<file path="config.mk">
export PLATFORM = sky130hd
export DESIGN_NAME = tdoa_capture_fifo
export DESIGN_NICKNAME = d
export VERILOG_FILES = /design/src/rtl/tdoa_pkg.sv /design/src/rtl/tdoa_sync_fifo.sv /design/src/rtl/tdoa_capture_fifo.sv
export SDC_FILE = /design/constraint.sdc
export NUM_CORES = 1
export LEC_CHECK = 0
export CORE_MARGIN = 2
export CORE_UTILIZATION = 44
export DETAILED_ROUTE_END_ITERATION = 12
export PLACE_DENSITY = 0.66
export RECOVER_POWER = 50
export SYNTH_ARGS = -nofsm -noshare
export SYNTH_HDL_FRONTEND = slang
export SYNTH_HIERARCHICAL = 1
export SYNTH_SLANG_ARGS = --single-unit
</file>
<file path="constraint.sdc">
create_clock -name clk -period 4.4 [get_ports clk]
set_input_delay 0.66 -clock clk [delete_from_list [all_inputs] [get_ports clk]]
set_output_delay 0.66 -clock clk [all_outputs]
set_load 0.02 [all_outputs]
</file>
<file path="src/rtl/tdoa_pkg.sv">
// Shared word layout and widths for the TDOA capture path.
// The capture block packs words with pack_word(); the FIFO just stores them.
package tdoa_pkg;

    localparam int WORD_W   = 32;
    localparam int CH_MSB   = 31;
    localparam int CH_LSB   = 28;
    localparam int SEQ_MSB  = 27;
    localparam int SEQ_LSB  = 20;
    localparam int LOST_BIT = 19;
    localparam int ZERO_BIT = 18;
    localparam int VAL_MSB  = 17;
    localparam int VAL_LSB  = 0;
    localparam int DROP_W   = 16;

    localparam int CH_W    = CH_MSB - CH_LSB + 1;
    localparam int SEQ_W   = SEQ_MSB - SEQ_LSB + 1;
    localparam int VALUE_W = VAL_MSB - VAL_LSB + 1;

    function automatic logic [WORD_W-1:0] pack_word(
        input logic [CH_W-1:0]    ch,
        input logic [SEQ_W-1:0]   seq,
        input logic               lost,
        input logic [VALUE_W-1:0] value
    );
        logic [WORD_W-1:0] w;
        w                  = '0;
        w[CH_MSB:CH_LSB]   = ch;
        w[SEQ_MSB:SEQ_LSB] = seq;
        w[LOST_BIT]        = lost;
        w[ZERO_BIT]        = 1'b0;
        w[VAL_MSB:VAL_LSB] = value;
        return w;
    endfunction

endpackage

</file>
<file path="src/rtl/tdoa_sync_fifo.sv">
// Show-ahead synchronous FIFO; full and empty are told apart by the level count.
module tdoa_sync_fifo #(
    parameter int WIDTH = 32,
    parameter int DEPTH = 16
) (
    input  logic                   clk,
    input  logic                   rst_n,
    input  logic                   wr_en_i,
    input  logic [WIDTH-1:0]       wr_data_i,
    input  logic                   rd_en_i,
    output logic [WIDTH-1:0]       rd_data_o,
    output logic                   valid_o,
    output logic                   full_o,
    output logic [$clog2(DEPTH):0] level_o
);
    localparam int AW = $clog2(DEPTH);

    logic [WIDTH-1:0] mem_q [DEPTH];
    logic [AW-1:0]    wr_ptr_q;
    logic [AW-1:0]    rd_ptr_q;
    logic [AW:0]      level_q;
    logic             wr_ok;
    logic             rd_ok;

    assign full_o    = (level_q == (AW+1)'(DEPTH));
    assign valid_o   = (level_q != '0);
    assign wr_ok     = wr_en_i && !full_o;
    assign rd_ok     = rd_en_i && valid_o;
    assign rd_data_o = valid_o ? mem_q[rd_ptr_q] : '0;
    assign level_o   = level_q;

    // NOTE: storage is deliberately not reset; valid_o masks stale contents.
    always_ff @(posedge clk) begin
        if (wr_ok) mem_q[wr_ptr_q] <= wr_data_i;
    end

    // NOTE: sequential state uses non-blocking assignments only.
    always_ff @(posedge clk or negedge rst_n) begin
        if (!rst_n) begin
            wr_ptr_q <= '0;
            rd_ptr_q <= '0;
            level_q  <= '0;
        end else begin
            if (wr_ok) wr_ptr_q <= wr_ptr_q + 1'b1;
            if (rd_ok) rd_ptr_q <= rd_ptr_q + 1'b1;
            case ({wr_ok, rd_ok})
                2'b10:   level_q <= level_q + 1'b1;
                2'b01:   level_q <= level_q - 1'b1;
                default: level_q <= level_q;
            endcase
        end
    end

endmodule

</file>
<file path="src/rtl/tdoa_capture_fifo.sv">
// Per-channel holding registers, round-robin arbiter and word packing
// in front of a show-ahead FIFO.
module tdoa_capture_fifo
    import tdoa_pkg::*;
#(
    parameter int NUM_CH = 4,
    parameter int CNTR_W = 10,
    parameter int DEPTH  = 16
) (
    input  logic                     clk,
    input  logic                     rst,
    input  logic [NUM_CH*CNTR_W-1:0] cntr,
    input  logic [NUM_CH-1:0]        cntr_valid,
    output logic [WORD_W-1:0]        data_out,
    output logic                     data_out_valid,
    input  logic                     data_out_read,
    output logic [$clog2(DEPTH):0]   fifo_level,
    output logic [DROP_W-1:0]        drop_count
);
    localparam int PTR_W = (NUM_CH > 1) ? $clog2(NUM_CH) : 1;

    logic [CNTR_W-1:0] val_q [NUM_CH];
    logic [SEQ_W-1:0]  seq_q [NUM_CH];
    logic [NUM_CH-1:0] pending_q;
    logic [NUM_CH-1:0] lost_q;
    logic [PTR_W-1:0]  ptr_q;
    logic [DROP_W-1:0] drop_q;
    logic [DROP_W-1:0] drop_d;

    logic              fifo_full;
    logic              grant_vld;
    logic [PTR_W-1:0]  grant_idx;
    logic [PTR_W-1:0]  cand;
    logic [NUM_CH-1:0] drop_vec;
    logic [DROP_W:0]   drop_sum;
    logic [WORD_W-1:0] wr_word;

    // NOTE: every always_comb output gets a default first so no latch is inferred.
    always_comb begin
        grant_vld = 1'b0;
        grant_idx = '0;
        cand      = '0;
        for (int i = 0; i < NUM_CH; i++) begin
            cand = PTR_W'((i + int'(ptr_q)) % NUM_CH);
            if (!grant_vld && !fifo_full && pending_q[cand]) begin
                grant_vld = 1'b1;
                grant_idx = cand;
            end
        end
    end

    // A strobe on a granted channel replaces a value already being written, so it is no drop.
    always_comb begin
        drop_vec = '0;
        for (int k = 0; k < NUM_CH; k++) begin
            drop_vec[k] = cntr_valid[k] && pending_q[k]
                          && !(grant_vld && grant_idx == PTR_W'(k));
        end
        drop_sum = {1'b0, drop_q} + (DROP_W+1)'($countones(drop_vec));
        drop_d   = drop_sum[DROP_W] ? '1 : drop_sum[DROP_W-1:0];
    end

    assign wr_word = pack_word(CH_W'(grant_idx), seq_q[grant_idx], lost_q[grant_idx],
                               VALUE_W'(val_q[grant_idx]));

    always_ff @(posedge clk or negedge rst) begin
        if (!rst) begin
            pending_q <= '0;
            lost_q    <= '0;
            ptr_q     <= '0;
            drop_q    <= '0;
            for (int k = 0; k < NUM_CH; k++) begin
                val_q[k] <= '0;
                seq_q[k] <= '0;
            end
        end else begin
            drop_q <= drop_d;
            if (grant_vld) begin
                ptr_q <= (grant_idx == PTR_W'(NUM_CH - 1)) ? '0 : grant_idx + 1'b1;
            end
            for (int k = 0; k < NUM_CH; k++) begin
                if (grant_vld && grant_idx == PTR_W'(k)) begin
                    seq_q[k]     <= seq_q[k] + 1'b1;
                    pending_q[k] <= cntr_valid[k];
                    lost_q[k]    <= 1'b0;
                end else if (cntr_valid[k]) begin
                    pending_q[k] <= 1'b1;
                    lost_q[k]    <= lost_q[k] | pending_q[k];
                end
                if (cntr_valid[k]) val_q[k] <= cntr[k*CNTR_W +: CNTR_W];
            end
        end
    end

    assign drop_count = drop_q;

    tdoa_sync_fifo #(
        .WIDTH(WORD_W),
        .DEPTH(DEPTH)
    ) u_fifo (
        .clk      (clk),
        .rst_n    (rst),
        .wr_en_i  (grant_vld),
        .wr_data_i(wr_word),
        .rd_en_i  (data_out_read),
        .rd_data_o(data_out),
        .valid_o  (data_out_valid),
        .full_o   (fifo_full),
        .level_o  (fifo_level)
    );

endmodule

</file>
; After elaboration in Yosys (flattened, before gate mapping)
; Memories as Yosys holds them, arrays and structs flattened.
; Index checks and enable logic that the tools add are counted.
[totals]
ff_bits = 111
ramBits = 336
inputBits = 47
output_inout_bits = 54
wordCells = 137
mem_count = 1
[memory_table]
columns = name, depth, word_bits, read_ports, rd_clocked_by_memory_dff, write_ports, line_no
row1 = u_fifo.mem_q, 16, 21, 1, 0, 1, tdoa_sync_fifo.sv:18  ; logic [WIDTH-1:0] mem_q [DEPTH];
[classes]
add_sub_neg = 16
order_cmp = 6
n_eq_ne = 6
mux = 46
bitwise = 5
reduce_logical = 36
[op_table]
columns = op, n
row1 = $add A8 B1 Y8 const B, 4
row2 = $mux W32, 1
row3 = $mux W1, 27
row4 = $logic_and A1 B1 Y1, 21
row5 = $bmux W10 S2, 1
row6 = $mux W10, 2
row7 = $add A16 B3 Y17, 1
row8 = $bmux W8 S2, 1
row9 = $mux W16, 1
row10 = $mux W8, 2
row11 = $lt A2 B3 Y1 const B, 5
row12 = $bmux W1 S2, 5
row13 = $mux W2, 5
row14 = $pmux W5 S2, 1
row15 = $reduce_bool A2 Y1, 5
row16 = $add A4 B1 Y4 const B, 2
row17 = $logic_not A1 Y1, 8
row18 = $eq A2 B2 Y1 const B, 3
row19 = $add A5 B1 Y5 const B, 1
row20 = $eq A5 B5 Y1 const B, 1
row21 = $reduce_bool A5 Y1, 1
row22 = $sub A5 B1 Y5 const B, 1
row23 = $add A1 B1 Y2, 2
row24 = $add A2 B2 Y2 const A, 2
row25 = other kinds (8), 12

; Logic depth before layout (Yosys ltp)
[depth]
depth_word = 24
depth_mapped = 20

; Cells and area by module
; The synthesis kept the hierarchy.
[by_module_without_submodules]
columns = module, n_inst, cells_per_inst, area_each_um2
row1 = tdoa_sync_fifo, 1, 872, 20225.6
row2 = tdoa_capture_fifo, 1, 410, 4979.8

; Worst setup path after synthesis
; No wires, ideal clock.
[synth_timing]
kind = register to register
start = reg u_fifo.level_q[1] (netlist: u_fifo/level_o[1])
end = reg drop_q[10] (netlist: drop_count[10])
t_arrival_ps = 4482
path_slack_ps = -150
stages_incl_launch_ff = 21
n_path_buf = 2
period_less_slack_ps = 4550
cell_sequence = dfrtp_1 -> nor4_2 -> and2_1 -> inv_1 -> nand2_1 -> a31oi_1 -> o221ai_2 -> buf_2 -> ha_1 -> nand3_1 -> nand3_1 -> fa_1 -> fa_1 -> inv_1 -> fa_1 -> and4_1 -> nand4_1 -> nor2_1 -> nand3_1 -> clkbuf_1 -> nand2_1
[synth_between]
elab_chain_len = 24
elab_cells_between_ends = 41
[synth_rtl]
columns = element, line_no
row1 = from (decl), tdoa_sync_fifo.sv:21  ; logic [AW:0] level_q;
row2 = from (signal assigned), tdoa_sync_fifo.sv:47  ; 2'b10: level_q <= level_q + 1'b1;
row3 = from (signal assigned), tdoa_sync_fifo.sv:48  ; 2'b01: level_q <= level_q - 1'b1;
row4 = from (signal assigned), tdoa_sync_fifo.sv:49  ; default: level_q <= level_q;
row5 = $eq A5 B5 Y1 (*), tdoa_sync_fifo.sv:25  ; assign full_o = (level_q == (AW+1)'(DEPTH));
row6 = net fifo_full, tdoa_capture_fifo.sv:30  ; logic fifo_full;
row7 = $logic_not A1 Y1 (*), tdoa_capture_fifo.sv:45  ; if (!grant_vld && !fifo_full && pending_q[cand]) begin
row8 = $logic_and A1 B1 Y1, tdoa_capture_fifo.sv:45
row9 = $mux W1, tdoa_capture_fifo.sv:45
row10 = $logic_not A1 Y1, tdoa_capture_fifo.sv:45
row11 = $logic_and A1 B1 Y1 (2 in a row), tdoa_capture_fifo.sv:45
row12 = $mux W1, tdoa_capture_fifo.sv:45
row13 = [... 9 more ...], n/a
row14 = $logic_and A1 B1 Y1, tdoa_capture_fifo.sv:57  ; && !(grant_vld && grant_idx == PTR_W'(k));
row15 = $logic_not A1 Y1, tdoa_capture_fifo.sv:57
row16 = $logic_and A1 B1 Y1, tdoa_capture_fifo.sv:57
row17 = $add A1 B1 Y2 (implied by the code), tdoa_capture_fifo.sv:59  ; drop_sum = {1'b0, drop_q} + (DROP_W+1)'($countones(drop_vec));
row18 = $add A2 B2 Y3 (implied by the code) (*), tdoa_capture_fifo.sv:59
row19 = $add A16 B3 Y17 (*), tdoa_capture_fifo.sv:59
row20 = $mux W16 (*), tdoa_capture_fifo.sv:60  ; drop_d = drop_sum[DROP_W] ? '1 : drop_sum[DROP_W-1:0];
row21 = net drop_d[10], tdoa_capture_fifo.sv:28  ; logic [DROP_W-1:0] drop_d;
row22 = to (signal assigned), tdoa_capture_fifo.sv:77  ; drop_q <= drop_d;
row23 = to (decl), tdoa_capture_fifo.sv:27  ; logic [DROP_W-1:0] drop_q;
; The timed path passes the listed nets; every way through them passes the cells marked *.
; A chain may end at the register's enable or synchronous reset.

; Worst setup path after layout
[layout_timing]
start = reg ptr_q[1]
end = reg drop_q[4] (netlist: drop_count[4])
[layout_between]
elab_chain_len = 24
elab_cells_between_ends = 50
[layout_rtl]
columns = element, line_no
row1 = from (decl), tdoa_capture_fifo.sv:26  ; logic [PTR_W-1:0] ptr_q;
row2 = from (signal assigned), tdoa_capture_fifo.sv:79  ; ptr_q <= (grant_idx == PTR_W'(NUM_CH - 1)) ? '0 : grant_idx + 1'b1;
row3 = $bmux W1 S2, tdoa_capture_fifo.sv:45
row4 = $mux W1 (implied by the code), tdoa_capture_fifo.sv:45
row5 = $logic_and A1 B1 Y1, tdoa_capture_fifo.sv:45
row6 = $mux W1, tdoa_capture_fifo.sv:45
row7 = $logic_not A1 Y1, tdoa_capture_fifo.sv:45
row8 = $logic_and A1 B1 Y1 (2 in a row), tdoa_capture_fifo.sv:45
row9 = $mux W1, tdoa_capture_fifo.sv:45
row10 = $logic_not A1 Y1, tdoa_capture_fifo.sv:45
row11 = [... 8 more ...], n/a
row12 = $logic_and A1 B1 Y1, tdoa_capture_fifo.sv:57
row13 = $logic_not A1 Y1, tdoa_capture_fifo.sv:57
row14 = $logic_and A1 B1 Y1, tdoa_capture_fifo.sv:57
row15 = $add A1 B1 Y2 (implied by the code), tdoa_capture_fifo.sv:59
row16 = $add A2 B2 Y3 (implied by the code) (*), tdoa_capture_fifo.sv:59
row17 = $add A16 B3 Y17 (*), tdoa_capture_fifo.sv:59
row18 = $mux W16 (*), tdoa_capture_fifo.sv:60
row19 = net drop_d[4], tdoa_capture_fifo.sv:28
; The timed path passes the listed nets; every way through them passes the cells marked *. The select of a mux whose other input is x is not followed.

==> summary.txt <==
Drt
  – Number of detailed-route iterations in the first pass: 5
  – Iteration-0 DRC count of the detailed router: 776
  – Total Wirelength: 53.6 mm
  – Via density per instance: 5.26
  – Wire length per cell: 22.0 microns
  – Total vias in the final route: 12,800
  – Detailed-route DRC error count: 0
  – Antenna violation net count after detailed routing: 0

STA
  – Post-route clock period utilization: 0.955
  – Minimum clock period after layout: 4.20 ns
  – Final max-slew violation count: 30
  – Setup-violating endpoint count in the final report: 0
  – Worst hold slack after final layout: 0.156 ns
  – Max_slew headroom: -0.0170
  – Slew at the pin closest to its max-slew limit: 1.53 ns
  – Hold Vio Cnt, Final: 0
  – Post-Route Setup TNS: 0 ns
  – Clock skew after layout: 0.0267 ns
  – Achievable Freq: 238 MHz

Floorplanning
  – Die X-Extent: 243 microns
  – Total die area: 59,200 sq um
  – Number of I/O pins: 101
  – Initial cell density of the core: 0.446
  – Site row count: 87
  – Die H: 243 microns
  – Core Box Area: 56,500 sq um

Worst hold path
  – Hold Path Class: in -> async

Critical path
  – Endpoint arrival time on the critical path: 4.72 ns
  – Type of destination of the critical path: register
  – Worst path required time: 4.92 ns
  – Type of the setup path with the least slack: reg -> reg
  – Critical path peak fanout: 12
  – Type of origin of the critical path: register

Global routing
  – Vias in the first global route: 13,600
  – Met1 usage in global routing: 0.240
  – Total overflow reported by the global router: 0
  – Met3 track utilization from global routing: 0.0379
  – Number of antenna violations at the first check in global routing: 0
  – Total routing usage reported by global routing: 0.184
  – Layer carrying the most global-route usage: met2
  – Wire length of the first global-routing pass: 81.9 mm
  – Pin count of the biggest net entering global routing: 64
  – Met2 global-route usage: 0.312

Logic synthesis
  – Top cell type's share of synthesized area: 0.610
  – Most frequently used cell type in the post-synthesis netlist: edfxtp_1
  – Most area-consuming cells after synthesis: edfxtp_1 61%, mux4_2 13%, dfrtp_1 11%
  – Number of enable-type register cells in the synthesized netlist: 512
  – Avg Cell Area, Syn: 19.7 sq um
  – Portion of the post-synthesis area used by sequential elements: 0.720
  – Cell count after synthesis: 1,282
  – Number of warnings reported in the yosys synthesis log: 6
  – Mapped cell area: 25,200 sq um
  – Post-synth top cells: 512 x edfxtp_1, 142 x mux4_2, 111 x dfrtp_1, 83 x mux2i_1, 48 x mux2_2
  – Dominant cell type by area after synthesis: edfxtp_1
  – Proportion of register bits with asynchronous set or reset after synthesis: 0.178
  – Most common flop cell mapped by yosys: edfxtp_1
  – Unique masters post-synth: 50
  – Yosys reg bits: 623

Run
  – Max-cap violations: 1

CTS
  – TritonCTS clock tree: built
  – Number of buffers added by the clock tree synthesis step: 67
  – Number of hold buffers added after CTS: 0
  – CTS clk-pin slew, worst paths: 0.06 ns
  – Number of sinks on the clock net: 623
  – Maximum number of buffers from clock root to sink: 3
  – Root buf cell: clkbuf_16
  – Clock Latency Late Sink: 0.60 ns
  – Count of H-tree levels built during CTS: 3

Layout
  – Fillers: 4,404
  – Number of non-filler instances in the completed layout: 2,435
  – Area of all sequential standard cells: 18,200 sq um
  – Layout area overhead: 20.4%
  – ANT cells: 0
  – Number of nets at the end of the flow: 1,695
  – Fraction of final layout cells sized beyond drive strength 1: 0.225
  – Area taken by multi-input logic gates: 7370 sq um

Pwr
  – Static Leak: 10.9 nW
  – Worst voltage drop across the vdd grid: 0.000573 V
  – Cell Pwr Density: 791 nW/um^2
  – Post-layout power: 24.0 mW

Place
  – Half-perimeter wire length after detailed placement: 33.2 mm
  – Final weighted congestion in routability-driven placement: 0.781
  – Post-placement cell count: 2,314
  – Buffers on Ports: 100

Outcome
  – Run status: finished with violations
  – Failing checks: max-capacitance violations, max-slew violations
critical path: stages (launching register included):
cell	delay, ns
dfrtp_2	0.49
mux4_2	0.57
a211oi_2	0.23
o221ai_2	0.13
ha_1	0.21
nand3_1	0.12
nand3_1	0.11
fa_1	0.49
fa_1	0.48
inv_1	0.09
fa_1	0.18
and4_1	0.27
nand4_1	0.24
nor2_4	0.24
nand3_2	0.17
nand2_1	0.10
cells in the final DEF, fill, tap and decap left out, drive strengths merged, types with 31 or more instances in the layout:
master	Yosys	final
clkdlybuf4s50	0	73
edfxtp	512	512
buf	56	56
clkbuf	12	105
mux2	49	49
mux4	142	142
o22ai	33	33
nor2	31	31
conb	1	176
nand2	44	44
dfrtp	111	111
mux2i	83	83
logic make-up (layout without fill, tap and decap cells):
group | count (synthesis) | after routing | share of synthesized area
xor gates and xnor gates | 51 | 51 | 0.0177
DFF | 623 | 623 | 0.720
buffers and inverters | 83 | 304 | 0.0186
and+or+nand+nor | 158 | 159 | 0.0329
adders and majority gates | 17 | 17 | 0.00933
muxes | 274 | 274 | 0.182
AOI/OAI and AO/OA | 75 | 75 | 0.0193
other | 1 | 176 | 0.000149
state kept, by name (all words and copies together) (netlist names):
name             flops
u_fifo/wr_ptr_q      4
u_fifo/rd_ptr_q      4
u_fifo/mem_q       512
lost_q               4
ptr_q                2
u_fifo/level_o       5
seq_q               32
drop_count          16
pending_q            4
val_q               40
report_power, final:
group          switching [mW]  internal, mW  total (mW)
clock network            2.23          3.32        5.55
registers               0.781          8.88        9.66
logic                    5.08          3.74        8.82
routing by layer:
metal / up-vias / part of all wire
met4: 0 / 0.021
met3: 73 / 0.051
li1: 5697 / -
met1: 6738 / 0.42
met2: 288 / 0.51
met5: - / 0
metrics by stage:
step / worst slack (ns) / instance area, sq um / utilization
finish: 0.199 / 30400 / 0.537
global route: -0.000767 / 30400 / 0.537
detailed placement: -0.241 / 28300 / 0.500
CTS: 0.0298 / 30400 / 0.539
global placement: -0.0779 / 28300 / 0.500
floorplan: 0.0293 / 25900 / -
repair_timing:
| action | CTS | global route |
|---|---|---|
| cloned | 0 | 1 |
| resized for setup | 3 | 9 |
| pin swaps | 0 | 3 |
| buffers inserted | 0 | 3 |
| endpoints found under the setup margin | 13 | 14 |
final timing paths:
| path | depth (start not counted) | end | slack, ns | startpoint |
|---|---|---|---|---|
| setup / recovery | 15 | drop_count[4] | 0.20 | ptr_q[1] |
| hold / removal | 1 | drop_count[10] | 0.16 | rst |
| setup reg to reg | 15 | drop_count[4] | 0.20 | ptr_q[1] |
| hold reg to reg | 1 | seq_q[31] | 0.48 | seq_q[31] |
| max in group asynchronous | 2 | drop_count[12] | 2.33 | rst |
| min in group clk | 1 | seq_q[31] | 0.48 | seq_q[31] |
layout make-up:
cell class                      instances  share of cell area
Sequential cell                       623               0.599
Tap cell                              756              0.0312
Clock inverter                         28             0.00973
Multi-Input combinational cell        752               0.243
Inverter                               15             0.00185
Timing Repair Buffer                  172              0.0547
Clock buffer                           89              0.0612
Power figures use the tool's default switching activity.
